`config.mk`:
```
export PLATFORM = sky130hd
export DESIGN_NAME = cacheline_adaptor
export DESIGN_NICKNAME = d
export VERILOG_FILES = /design/src/rtl/cacheline_adaptor.sv
export SDC_FILE = /design/constraint.sdc
export NUM_CORES = 1
export LEC_CHECK = 0
export CORE_AREA = 4 4 273 275
export CTS_CLUSTER_DIAMETER = 200
export DETAILED_ROUTE_END_ITERATION = 8
export DIE_AREA = 0 0 277 279
export GPL_TIMING_DRIVEN = 0
export PLACE_DENSITY = 0.56
export SETUP_SLACK_MARGIN = 0.5
export SLEW_MARGIN = 20
export SYNTH_ARGS = -nofsm -noshare
export SYNTH_HDL_FRONTEND = slang
export SYNTH_SLANG_ARGS = --single-unit
```
`constraint.sdc`:
```
create_clock -name clk -period 21.6 [get_ports clk]
set_input_delay 2.16 -clock clk [delete_from_list [all_inputs] [get_ports clk]]
set_output_delay 2.16 -clock clk [all_outputs]
set_load 0.03 [all_outputs]
```
`src/rtl/cacheline_adaptor.sv`:
```
// cacheline_adaptor
//
// Bridges the single-transfer cache line port of the L2 cache to a burst
// DRAM port. A line read is assembled from s_line/s_burst consecutive beats;
// a dirty-line writeback is split into the same number of beats.
//
// Ports:
//   clk        clock, rising edge
//   rst        asynchronous, active-high reset
//   line_i     writeback line from the cache
//   line_o     assembled read line to the cache (holds until next refill)
//   address_i  line address from the cache
//   read_i     line read request
//   write_i    line write request (wins over read_i when both are high)
//   resp_o     one-cycle completion pulse to the cache
//   burst_i    read beat from DRAM
//   burst_o    write beat to DRAM
//   address_o  line-aligned burst address, constant for the whole burst
//   read_o     burst read request
//   write_o    burst write request
//   resp_i     DRAM beat strobe: read beat valid / write beat accepted
//
// All DRAM-side and completion outputs are decoded from registered state,
// so there is no combinational path from any input to any output.

module cacheline_adaptor #(
  parameter int s_line  = 256,
  parameter int s_burst = 64
) (
  input  logic               clk,
  input  logic               rst,
  input  logic [s_line-1:0]  line_i,
  output logic [s_line-1:0]  line_o,
  input  logic [31:0]        address_i,
  input  logic               read_i,
  input  logic               write_i,
  output logic               resp_o,
  input  logic [s_burst-1:0] burst_i,
  output logic [s_burst-1:0] burst_o,
  output logic [31:0]        address_o,
  output logic               read_o,
  output logic               write_o,
  input  logic               resp_i
);

  localparam int beats = s_line / s_burst;
  localparam int cnt_w = (beats > 1) ? $clog2(beats) : 1;
  // Byte offset within a line; these address bits are forced to zero.
  localparam int off_w = $clog2(s_line / 8);

  typedef enum logic [1:0] {
    IDLE = 2'd0,
    RD   = 2'd1,
    WR   = 2'd2,
    DONE = 2'd3
  } state_t;

  state_t              state_reg, state_next;
  logic [cnt_w-1:0]    count_reg, count_next;
  logic [s_line-1:0]   wline_reg, wline_next;
  logic [s_line-1:0]   rline_reg, rline_next;
  logic [31:0]         addr_reg, addr_next;
  logic                last_beat;

  // The byte-offset bits of the incoming address are deliberately dropped.
  logic                unused_addr_bits;
  assign unused_addr_bits = ^address_i[off_w-1:0];

  assign last_beat = (count_reg == cnt_w'(beats - 1));

  always_ff @(posedge clk or posedge rst) begin
    if (rst) begin
      state_reg <= IDLE;
      count_reg <= '0;
      wline_reg <= '0;
      rline_reg <= '0;
      addr_reg  <= '0;
    end else begin
      state_reg <= state_next;
      count_reg <= count_next;
      wline_reg <= wline_next;
      rline_reg <= rline_next;
      addr_reg  <= addr_next;
    end
  end

  always_comb begin
    state_next = state_reg;
    count_next = count_reg;
    wline_next = wline_reg;
    rline_next = rline_reg;
    addr_next  = addr_reg;

    case (state_reg)
      IDLE: begin
        if (write_i) begin
          wline_next = line_i;
          addr_next  = {address_i[31:off_w], {off_w{1'b0}}};
          count_next = '0;
          state_next = WR;
        end else if (read_i) begin
          addr_next  = {address_i[31:off_w], {off_w{1'b0}}};
          count_next = '0;
          state_next = RD;
        end
      end

      RD: begin
        if (resp_i) begin
          rline_next[s_burst*count_reg +: s_burst] = burst_i;
          // Counter wraps back to zero on the final beat.
          count_next = count_reg + cnt_w'(1);
          if (last_beat) begin
            state_next = DONE;
          end
        end
      end

      WR: begin
        if (resp_i) begin
          count_next = count_reg + cnt_w'(1);
          if (last_beat) begin
            state_next = DONE;
          end
        end
      end

      DONE: begin
        state_next = IDLE;
      end

      default: begin
        state_next = IDLE;
      end
    endcase
  end

  assign read_o    = (state_reg == RD);
  assign write_o   = (state_reg == WR);
  assign resp_o    = (state_reg == DONE);
  assign address_o = addr_reg;
  assign line_o    = rline_reg;
  // Only present a beat while a write burst is actually in progress.
  assign burst_o   = (state_reg == WR) ? wline_reg[s_burst*count_reg +: s_burst]
                                       : '0;

endmodule

```
==> metrics.txt <==
WHS Path Cells=1; # fillers=6530; pin count of the biggest net entering global routing=109; # IOs=roughly 700; Post-synth EDFFs=0; layout cell share with drive strength beyond 1=0.234; CP Class=register to output pin; GPL Wtd Cong=0.883; CP bufs+invs=3; Syn Area/Cell=15.9 um^2; Tot GR Track Use=0.201; clk_lat worst skew=620 ps; worst reg2reg setup slack=between 15000 and 20000 ps; Area contributors post-synth=dfrtp_1 62%, mux2_2 15%, a22o_1 10%, mux4_2 6.6%, and2_1 1.8%; Cell Pwr Density=~130 mW/mm^2; grt met3 use=0.0804; Slew @ Worst Pin=1120 ps; Post-CTS Setup Repair Bufs=0; RSZ-0062 raised after global routing=no; htree depth=2; total area of sequential cells=0.0136 mm^2; Crit path largest cell delay=640 ps; Final Hold Viols=0; post-synthesis register bit count=543; CTS resizes=0; final slew viol count=0; area growth from synthesis to layout=47.7%; total number of vias=15.6k; initial drt markers=648; Residual DRC=0; # nets final=2513; Total Neg Setup Slack=0 ps; Clock Sinks=543; top-count cell post-synth=dfrtp_1; Reg clk slew, reported paths=70 ps; Syn. warnings=0; Die Wd=277 um; Critical Path Sink Type=output pin; status=complete, no violations; crit path DAT=3630 ps; delay-heaviest family, CP=buffers and inverters; main flop type after synthesis=dfrtp_1; row count=99; post-route core utilization=0.446; TritonRoute pass-1 iters=4; total wire length=about 80000 um; Period minus WS final=5790 ps; via/cell ratio=4.92; Max-Cap Viols=0; Num CTS Buffers=60; hold_sp=wline_reg[244]; CP cell instances=clkbuf_1, clkbuf_1, mux4_2, and2_1, clkdlybuf4s50_1; worst r2r path cells=8; Slew headroom=0.252; CP dominant cell by count=clkbuf_1; top cells by count, synth=543 x dfrtp_1, 285 x mux2_2, 256 x a22o_1; Total Die Area=roughly 0.077 mm^2; Initial Util=0.302; WHS Endpoint=wline_reg[244]; dpl cell area=0.0302 mm^2; clk buf depth=3; synthesized area=around 0.022 mm^2; Reg2Reg Launch Point=count_reg[1]; met2 Use GR=0.352; die height=279 um; vias in the first global route=17.0k; FF-to-FF End=line_o[213]; drt wl/cell=25.4 um; I/O Buffers=700; crit share post-route=0.268; Worst VDD drop=0.0759 mV; Mapped Cells=1372; Yosys top cell area share=0.622; post-DP HPWL=62000 um; antenna viol nets, final=0; GRT Residual Overflow=0; met1 Resource Use GR=0.226; design area=0.0322 mm^2; skew final=28.4 ps; Max Clock Freq=~170 MHz; leakage=13.7 nW; first-pass GRT wire length=117000 um; Floorplan Core Area=0.0723 mm^2; final hold slack=499 ps; multi-input combinational cell area=0.00769 mm^2; Synth async-reset ratio=1.00; Worst setup SP type=register; CTS tree=done; Synth area leader=dfrtp_1; post-synthesis sequential area ratio=0.622; post-synthesis cell type count=27; Crit path required time=~19000 ps; # hold bufs at CTS=0; Min-Delay Path Class=register to register; initial antenna violation count=31; critical-path maximum fanout=10; most used routing layer=met2; Slowest cell on crit path=clkbuf_1; total power=~4.3 mW; root buf cell=clkbuf_16; final setup vio count=0
==> kinds of logic (layout without fill, tap and decap cells) <==
| logic type | count (synthesis) | in the layout | share of synthesized area |
|---|---|---|---|
| simple gates | 87 | 87 | 0.0260 |
| mux | 351 | 351 | 0.214 |
| other cells | 1 | 17 | 0.000172 |
| fa+ha+maj | 13 | 13 | 0.00745 |
| buf+inv | 117 | 930 | 0.0262 |
| flops | 543 | 543 | 0.622 |
| compound gates | 260 | 260 | 0.104 |
==> placed cells by master, fill, tap and decap left out, drive strengths merged, types with 8 or more instances in the layout <==
| cell type | netlist | routed |
|---|---|---|
| mux4 | 64 | 64 |
| clkdlybuf4s50 | 0 | 700 |
| dfrtp | 543 | 543 |
| clkinv | 0 | 8 |
| buf | 61 | 66 |
| nand2 | 8 | 8 |
| inv | 8 | 12 |
| clkbuf | 48 | 133 |
| mux2 | 285 | 285 |
| ha | 13 | 13 |
| a22o | 256 | 256 |
| diode | 0 | 12 |
| and2 | 64 | 64 |
==> cell type report <==
cell class,count,share of cell area
flip-flops and latches,543,0.421
inverters,8,0.00116
multi-input cells,716,0.238
repair buffers,705,0.222
diodes,12,0.000931
well taps,959,0.0372
clock inverters,23,0.00978
clock buffers,85,0.0526
plain buffers,109,0.0168
==> power by group <==
part	total (mW)	leakage, nW	internal [mW]	switching [mW]
sequential	1.55	6.93	1.37	0.184
clock	1.05	0.977	0.628	0.420
combinational	1.70	5.79	0.863	0.834
total	4.29	13.7	2.86	1.44
==> worst max path at each step <==
stage | startpoint | end | slack, ps | depth (start not counted)
global route | count_reg[1] | burst_o[16] | 15540 | 5
CTS | count_reg[1] | burst_o[33] | 15590 | 5
detailed placement | count_reg[1] | burst_o[33] | 16310 | 5
global placement | rst | wline_reg[206] | -2300 | 2
floorplan | rst | address_o[10] | 4260 | 1
finish | count_reg[1] | burst_o[33] | 15810 | 5
==> routing by layer <==
| metal | wire, um | up-vias | share of wire |
|---|---|---|---|
| li1 | - | 6720 | - |
| met1 | 29700 | 8027 | 0.37 |
| met2 | 40200 | 627 | 0.50 |
| met3 | 7670 | 153 | 0.096 |
| met4 | 2430 | 30 | 0.030 |
| met5 | 207 | - | 0.0026 |
==> through the flow <==
| step | worst slack [ps] | instances |
|---|---|---|
| 2_1_floorplan | 4260 | 1376 |
| 3_3_place_gp | -2300 | 3035 |
| 3_5_place_dp | 16310 | 3040 |
| 4_1_cts | 15590 | 3148 |
| 5_1_grt | 15540 | 3152 |
| 6_report | 15810 | 3160 |
No activity file was read; power rests on OpenSTA's default activity.
